==> src/rtl/serial_add_sub.sv <==
// Bit-serial WIDTH-bit adder/subtractor: one full-add cell, registered carry,
// start/done handshake, one operation in flight.
module serial_add_sub #(
  parameter int WIDTH = 4
) (
  input  logic             clk,
  input  logic             rst_n,
  input  logic             start,
  input  logic             mode,
  input  logic [WIDTH-1:0] A,
  input  logic [WIDTH-1:0] B,
  output logic             busy,
  output logic             done,
  output logic [WIDTH-1:0] S,
  output logic             C,
  output logic             V
);

  localparam int CW = (WIDTH > 2) ? $clog2(WIDTH) : 1;
  localparam logic [CW-1:0] LAST = CW'(WIDTH - 1);

  localparam logic [1:0] IDLE = 2'd0;
  localparam logic [1:0] RUN  = 2'd1;
  localparam logic [1:0] DONE = 2'd2;

  logic [1:0]       state_q, state_d;
  logic [WIDTH-1:0] opa_q, opa_d;
  logic [WIDTH-1:0] opb_q, opb_d;
  logic [WIDTH-1:0] res_q, res_d;
  logic [CW-1:0]    cnt_q, cnt_d;
  logic             cy_q, cy_d;
  logic [WIDTH-1:0] s_q, s_d;
  logic             c_q, c_d;
  logic             v_q, v_d;

  logic sum;
  logic cout;
  logic last;

  assign sum  = opa_q[0] ^ opb_q[0] ^ cy_q;
  assign cout = (opa_q[0] & opb_q[0])
              | (opa_q[0] & cy_q)
              | (opb_q[0] & cy_q);
  assign last = (cnt_q == LAST);

  always_comb begin
    state_d = state_q;
    opa_d   = opa_q;
    opb_d   = opb_q;
    res_d   = res_q;
    cnt_d   = cnt_q;
    cy_d    = cy_q;
    s_d     = s_q;
    c_d     = c_q;
    v_d     = v_q;
    unique case (state_q)
      IDLE: begin
        if (start) begin
          opa_d   = A;
          opb_d   = mode ? ~B : B;
          cy_d    = mode;
          cnt_d   = '0;
          state_d = RUN;
        end
      end
      RUN: begin
        opa_d = {1'b0, opa_q[WIDTH-1:1]};
        opb_d = {1'b0, opb_q[WIDTH-1:1]};
        res_d = {sum, res_q[WIDTH-1:1]};
        cy_d  = cout;
        cnt_d = cnt_q + 1'b1;
        if (last) begin
          // carry into the MSB cell is cy_q; out of it is cout
          s_d     = {sum, res_q[WIDTH-1:1]};
          c_d     = cout;
          v_d     = cout ^ cy_q;
          cnt_d   = '0;
          state_d = DONE;
        end
      end
      DONE: begin
        state_d = IDLE;
      end
      default: begin
        state_d = IDLE;
      end
    endcase
  end

  always_ff @(posedge clk or negedge rst_n) begin
    if (!rst_n) begin
      state_q <= IDLE;
      opa_q   <= '0;
      opb_q   <= '0;
      res_q   <= '0;
      cnt_q   <= '0;
      cy_q    <= 1'b0;
      s_q     <= '0;
      c_q     <= 1'b0;
      v_q     <= 1'b0;
    end else begin
      state_q <= state_d;
      opa_q   <= opa_d;
      opb_q   <= opb_d;
      res_q   <= res_d;
      cnt_q   <= cnt_d;
      cy_q    <= cy_d;
      s_q     <= s_d;
      c_q     <= c_d;
      v_q     <= v_d;
    end
  end

  assign busy = (state_q != IDLE);
  assign done = (state_q == DONE);
  assign S    = s_q;
  assign C    = c_q;
  assign V    = v_q;

endmodule
==> config.mk <==
export PLATFORM = sky130hd
export DESIGN_NAME = serial_add_sub
export DESIGN_NICKNAME = d
export VERILOG_FILES = /design/src/rtl/serial_add_sub.sv
export SDC_FILE = /design/constraint.sdc
export NUM_CORES = 1
export LEC_CHECK = 0
export ABC_AREA = 1
export BUFFER_PORTS_ARGS = -buffer_cell sky130_fd_sc_hd__buf_2
export CAP_MARGIN = 20
export CORE_UTILIZATION = 35
export DETAILED_ROUTE_END_ITERATION = 7
export GPL_ROUTABILITY_DRIVEN = 0
export PLACE_DENSITY = 0.6
export SETUP_SLACK_MARGIN = 0.4
export SKIP_LAST_GASP = 1
export SYNTH_ARGS = -nofsm -noshare
export SYNTH_HDL_FRONTEND = slang
export SYNTH_SLANG_ARGS = --single-unit
==> constraint.sdc <==
create_clock -name clk -period 1.4 [get_ports clk]
set_input_delay 0.21 -clock clk [delete_from_list [all_inputs] [get_ports clk]]
set_output_delay 0.21 -clock clk [all_outputs]
set_load 0.02 [all_outputs]
==> results of run 1 <==
## state kept, by name, indices dropped and copies added, names as in the netlist
register  flops
state_q       2
res_q         3
opb_q         4
cnt_q         2
cy_q          1
C             1
V             1
S             4
opa_q         4
## metal layers
| layer | routed length [um] | part of all wire, % | GRT usage (%) | vias to the layer above |
|---|---|---|---|---|
| met5 | 0 | 0 | 0 | - |
| met4 | 13 | 0.58 | 6.62 | 0 |
| met3 | 100 | 4.5 | 2.56 | 2 |
| met2 | 1160 | 52 | 28.1 | 21 |
| met1 | 957 | 43 | 19.1 | 421 |
| li1 | - | - | - | 470 |
## cell usage in the layout (no fill, tap or decap), types with 2 or more instances in the layout
master	Yosys	layout
nand2_1	40	33
nand3_1	22	22
dfrtp_1	22	21
buf_4	2	19
buf_6	1	12
buf_2	0	11
inv_1	10	8
nand2_2	2	6
o21ai_2	2	5
o21ai_1	3	4
inv_2	1	3
clkbuf_4	0	3
nor2_2	1	2
nor2_1	4	2
nand2_8	0	2
nand2_4	0	2
xor2_1	2	2
## worst paths after layout
path,cells past startpoint,to,slack (ns),from
max,3,busy,0.12,state_q[1]
min,3,opa_q[3],0.1,A[3]
max reg2reg,7,S[1],0.14,state_q[1]
min reg2reg,2,S[0],0.49,res_q[1]
max in group asynchronous,2,state_q[0],0.65,rst_n
min in group asynchronous,2,V,0.39,rst_n
## worst max-delay path: stages, from the launching register on
cell and delay, ns:
dfrtp_1 0.43, nor2_2 0.15, inv_1 0.06, buf_6 0.13
## layout make-up
type	count	area [um^2]	share of cell area [%]
inverter	11	41.3	2.73
sequential	22	552	36.5
multi-input combinational	83	494	32.7
timing repair buffer	44	363	24.0
clock buffer	3	22.5	1.49
tap	31	38.8	2.57
## what timing repair did
action                                 in CTS  in global routing
endpoints found under the hold margin      22                  0
resized for setup                          40                  6
gates cloned                                1                  0
hold buffers                                1                  0
pin swaps                                   8                  1
setup endpoints to repair                  29                 30
buffers inserted                           16                  3
## stage by stage
| step | power [uW] | utilization [%] | instances |
|---|---|---|---|
| global route | 3540 | 54.8 | 194 |
| floorplan | 1820 | - | 118 |
| detailed placement | 2160 | 42.2 | 170 |
| finish | 3290 | 54.8 | 194 |
| CTS | 3200 | 53.4 | 191 |
| global placement | 2110 | 42.2 | 170 |
## power groups by stage
stage | Combinational [uW] | Clock (uW) | Sequential, uW
2_1_floorplan | 693 | 0 | 1120
3_3_place_gp | 1050 | 0 | 1060
3_5_place_dp | 1080 | 0 | 1080
4_1_cts | 1830 | 293 | 1080
5_1_grt | 2120 | 321 | 1110
6_report | 1940 | 271 | 1080
## kinds of logic after synthesis
kind of cell	share of synthesized area (%)
and+or+nand+nor	29.0
DFF	54.3
buffers and inverters	6.66
AOI/OAI and AO/OA	5.18
xor gates and xnor gates	1.73
adders and majority gates	3.21
==> out/qor.txt, run 1 <==
Clock-pin slew on the worst setup and hold paths: 0.12 ns
Total GRT Usage: 15.9%
Worst Path Required: 1.19 ns
# nets final: 179
Share of cells above drive strength 1: 42.9%
Filler Cells Inserted: 262
Setup_tns: 0 ns
CTS tree: done
P_sw: 1300 uW
Vias: 914
Antenna diode count: 0
H-tree Lvls: 1
Relative slew slack: 68.0%
Worst Hold Class: input port to register
Final Hold Violating Endpoints: 0
Worst-skew pair later-pin latency: 0.30 ns
Die area: 0.00312 mm^2
Drt pass-1 iters: 4
Post-synth top area cell: dfrtp_1
Yosys reg bits: 22
TritonCTS Buffers: 3
Largest net degree at the start of global routing: 23
Die Y: 55.8 um
Max Slew Vio Count: 0
Clock share of power: 8.2%
Period utilisation layout: 91.7%
Starting density of the core: 36.8%
Most common cell in the netlist: nand2_1
Synth Flop Type: dfrtp_1
FMAX: 779 MHz
Initial antenna violation count: 0
Avg Vias per Cell: 4.71
Maximum fanout along the worst path: 3
Internal: 2000 uW
Yosys warns: 0
Vias in the first global route: 866
Final setup vio count: 0
Syn_area_per_cell: 8.60 um^2
Post-synth EDFFs: 0
Peak supply drop: 1360 uV
GRT overflow: 0
Tightest Pin Transition: 0.480 ns
Post-DP Area: 0.00116 mm^2
Count of port buffers added during placement: 19
CORE AREA: 0.00276 mm^2
Sequential Power Share: 32.8%
Post-synth ARST share: 100%
Final Cell Area: 0.00151 mm^2
Worst Setup Path Type: register to primary output
MaxCap Viol Count: 0
Top cell type's share of synthesized area: 54.3%
Commonest cells in the netlist: nand2_1, dfrtp_1, nand3_1, inv_1
Pre-CTS setup slack: 0.174 ns
Comb power frac: 58.9%
Hpwl dp: 1.49 mm
CP arrival: 1.07 ns
Status: complete, no violations
Boundary pin count: 20
Root Buffer: clkbuf_4
Final WL: 2.23 mm
Worst clock skew: 0.0125 ns
Rows: 19
Netlist cell types: 16
P per Cell Area: 2180 mW/mm^2
Hold WS: 0.0955 ns
Min Tclk post-route: 1.28 ns
Leak: 0.000783 uW
Drt wl/cell: 11.5 um
Antenna viol nets, final: 0
Unrepaired setup endpoints after global routing: true
Slack of the critical path: 0.116 ns
Sw Ratio: 39.4%
Post-Syn Instances: 118
Clk sinks: 22
First-pass GRT wire length: 3.84 mm
Crit start category: register
Drt initial violations: 20
Syn-to-layout area delta: 49.0%
Post-Syn Area: 0.00101 mm^2
Crit. End Element: primary output
Top cells by area, synth: dfrtp_1, nand2_1, nand3_1
Sequential share of the synthesized area: 54.3%
Synthesized Nets: 132
DRC viols: 0
Clock tree buffer depth: 2
Die width: 55.8 um
No activity file was read; power rests on OpenSTA's default activity.
==> run 2: changes to the inputs <==
ABC_AREA = 0   (was 1)
==> run 2 against run 1 <==
Against the previous run: the flow now finishes with violations (design-rule violations); final cell count decreased by 17%; worst hold slack improved by 0.047 ns; clock power increased by 13%; clock skew decreased by 0.0010 ns; combinational power decreased by 2%; die area increased by 4.5%; via count decreased by 9.3%; worst setup slack got worse by 0.097 ns; power increased by 2.9%; sequential power increased by 10%; fmax decreased by 7.0%; register-to-register slack got worse by 0.06 ns.
==> out/qor.txt, run 2 <==
Status: complete, but fails checks (was complete, no violations)
Failing checks: design-rule violations
Yosys warns: 0 (unchanged)
Clock-pin slew on the worst setup and hold paths: 0.13 ns (was 0.12 ns)
Root Buffer: clkbuf_4 (unchanged)
GRT overflow: 0 (unchanged)
Worst Path Required: 1.19 ns (about the same)
Top cells by area, synth: dfrtp_1, mux2_1, a22oi_1 (was dfrtp_1, nand2_1, nand3_1)
Post-synth top area cell: dfrtp_1 (unchanged)
Peak supply drop: 857 uV (was 1360 uV)
Synth Flop Type: dfrtp_1 (unchanged)
Filler Cells Inserted: 255 (was 262)
Syn-to-layout area delta: 42.5% (was 49.0%)
CTS tree: done (unchanged)
Tightest Pin Transition: 0.495 ns (was 0.480 ns)
CORE AREA: 0.00281 mm^2 (was 0.00276 mm^2)
H-tree Lvls: 1 (unchanged)
Crit start category: register (unchanged)
Post-DP Area: 0.00125 mm^2 (was 0.00116 mm^2)
Netlist cell types: 24 (was 16)
Drt pass-1 iters: 6 (was 4)
Syn_area_per_cell: 11.7 um^2 (was 8.60 um^2)
Antenna diode count: 0 (unchanged)
Final WL: 2.37 mm (was 2.23 mm)
Final setup vio count: 0 (unchanged)
Final Cell Area: 0.00151 mm^2 (about the same)
MaxCap Viol Count: 0 (unchanged)
Die Y: 57.1 um (was 55.8 um)
Vias in the first global route: 883 (was 866)
Critical path's largest stage delay: 0.47 ns (was 0.43 ns)
Crit. End Element: primary output (unchanged)
P per Cell Area: 2240 mW/mm^2 (was 2180 mW/mm^2)
Worst hold stages: 2 (was 3)
Max Slew Vio Count: 0 (unchanged)
Leak: 0.000743 uW (was 0.000783 uW)
Largest net degree at the start of global routing: 23 (unchanged)
Initial antenna violation count: 0 (unchanged)
Yosys reg bits: 22 (unchanged)
FMAX: 724 MHz (was 779 MHz)
Worst clock skew: 0.0115 ns (was 0.0125 ns)
Boundary pin count: 20 (unchanged)
First-pass GRT wire length: 4.20 mm (was 3.84 mm)
Antenna viol nets, final: 0 (unchanged)
Avg Vias per Cell: 5.15 (was 4.71)
# nets final: 145 (was 179)
Register area: 553 um^2 (was 552 um^2)
Reg2reg path depth: 3 (was 7)
Worst Hold Class: input port to register (unchanged)
Top cell type's share of synthesized area: 51.8% (was 54.3%)
Final Core Density: 54.0% (was 54.8%)
Slowest cell on crit path: dfrtp_2 (was dfrtp_1)
Min Tclk post-route: 1.38 ns (was 1.28 ns)
Final Hold Violating Endpoints: 0 (unchanged)
Clock tree buffer depth: 2 (unchanged)
Maximum fanout along the worst path: 5 (was 3)
Count of port buffers added during placement: 19 (unchanged)
Crit path cell chain: or2_4 -> buf_6 (was nor2_2 -> inv_1 -> buf_6)
CP arrival: 1.17 ns (was 1.07 ns)
Hpwl dp: 1.46 mm (was 1.49 mm)
Worst-skew pair later-pin latency: 0.31 ns (was 0.30 ns)
TritonCTS Buffers: 3 (unchanged)
Multi-input gate area: 572 um^2 (was 494 um^2)
DRC viols: 2 (was 0)
Total GRT Usage: 16.8% (was 15.9%)
Design Power: 3390 uW (was 3290 uW)
Setup_tns: 0 ns (unchanged)
Most common cell in the netlist: dfrtp_1 (was nand2_1)
Post-synth EDFFs: 0 (unchanged)
Die area: 0.00326 mm^2 (was 0.00312 mm^2)
Most frequent cells in the layout: dfrtp_1, buf_4, buf_2, buf_6, mux2_4 (was nand2_1, nand3_1, dfrtp_1)
Relative slew slack: 67.0% (was 68.0%)
Clk sinks: 22 (unchanged)
Vias: 829 (was 914)
Starting density of the core: 37.9% (was 36.8%)
Commonest cells in the netlist: dfrtp_1, a22oi_1, a21oi_1, mux2_1, nor2b_1 (was nand2_1, dfrtp_1, nand3_1, inv_1)
Commonest non-fill, non-tap cell in the layout: dfrtp_1 (was nand2_1)
Rows: 19 (unchanged)
Share of cells above drive strength 1: 53.8% (was 42.9%)
Hold WS: 0.142 ns (was 0.0955 ns)
Sequential share of the synthesized area: 51.8% (was 54.3%)
Post-Syn Area: 0.00106 mm^2 (was 0.00101 mm^2)
Worst Setup Path Type: register to primary output (unchanged)
Die width: 57.1 um (was 55.8 um)
Period utilisation layout: 98.7% (was 91.7%)
Post-Syn Instances: 91 (was 118)
Drt initial violations: 16 (was 20)
Synthesized Nets: 105 (was 132)
Post-synth ARST share: 100% (unchanged)
Unrepaired setup endpoints after global routing: true (unchanged)
Drt wl/cell: 14.7 um (was 11.5 um)
-- run 2: path summary, 6_finish.rpt --
check / slack (ns) / from / to
setup / recovery: 0.02 / state_q[0] / busy
hold / removal: 0.14 / A[3] / opa_q[3]
setup reg to reg: 0.08 / state_q[0] / res_q[1]
hold reg to reg: 0.51 / opa_q[3] / opa_q[3]
max in group asynchronous: 0.65 / rst_n / state_q[0]
min in group asynchronous: 0.39 / rst_n / opa_q[3]
-- run 2: logic make-up (layout without fill, tap and decap cells) --
logic type	count (synthesis)	in the layout	share of synthesized area, %
AO/OA/AOI/OAI	25	25	15.1
XOR/XNOR	5	5	4.12
adder cells (fa/ha/maj)	2	2	3.06
buffers and inverters	7	46	3.53
flip-flops	22	22	51.8
multiplexers	8	8	8.83
AND/OR/NAND/NOR	22	22	13.5
-- run 2: where the power goes --
part           total, uW  internal [uW]  switching, uW
logic               1900           1120            775
registers           1190            928            258
clock network        306            111            194
total               3390           2160           1230
-- run 2: per-layer routing --
layer | GRT usage (%) | vias up | wire length (um)
li1 | - | 395 | -
met1 | 21.9 | 413 | 1110
met2 | 27.9 | 19 | 1160
met3 | 5.22 | 2 | 86
met4 | 3.14 | 0 | 13
met5 | 0 | - | 0
-- run 2: final cells by class --
type	instances	area share, %
Inverter	2	0.496
Tap cell	31	2.56
Multi-Input combinational cell	62	37.8
Sequential cell	22	36.5
Timing Repair Buffer	40	20.9
Clock buffer	4	1.74
-- run 2: critical path: cells and delay by family, from the launching register on --
family | cells | cell delay, ns
flip-flops | 1 | 0.47
AND/OR/NAND/NOR | 1 | 0.26
buffers and inverters | 1 | 0.13
-- run 2: timing repair --
item / in CTS / in global routing
pin swaps: 0 / 1
gates resized for setup: 21 / 7
endpoints found under the hold margin: 22 / 0
hold buffers: 1 / 0
setup endpoints to repair: 29 / 30
setup buffers: 14 / 2
-- run 2: per-stage QoR --
| step | std cells | setup WS, ns |
|---|---|---|
| floorplan | 91 | 0.154 |
| global placement | 140 | 0.127 |
| detailed placement | 140 | 0.127 |
| CTS | 159 | 0.00836 |
| global route | 161 | -0.0235 |
| finish | 161 | 0.0185 |
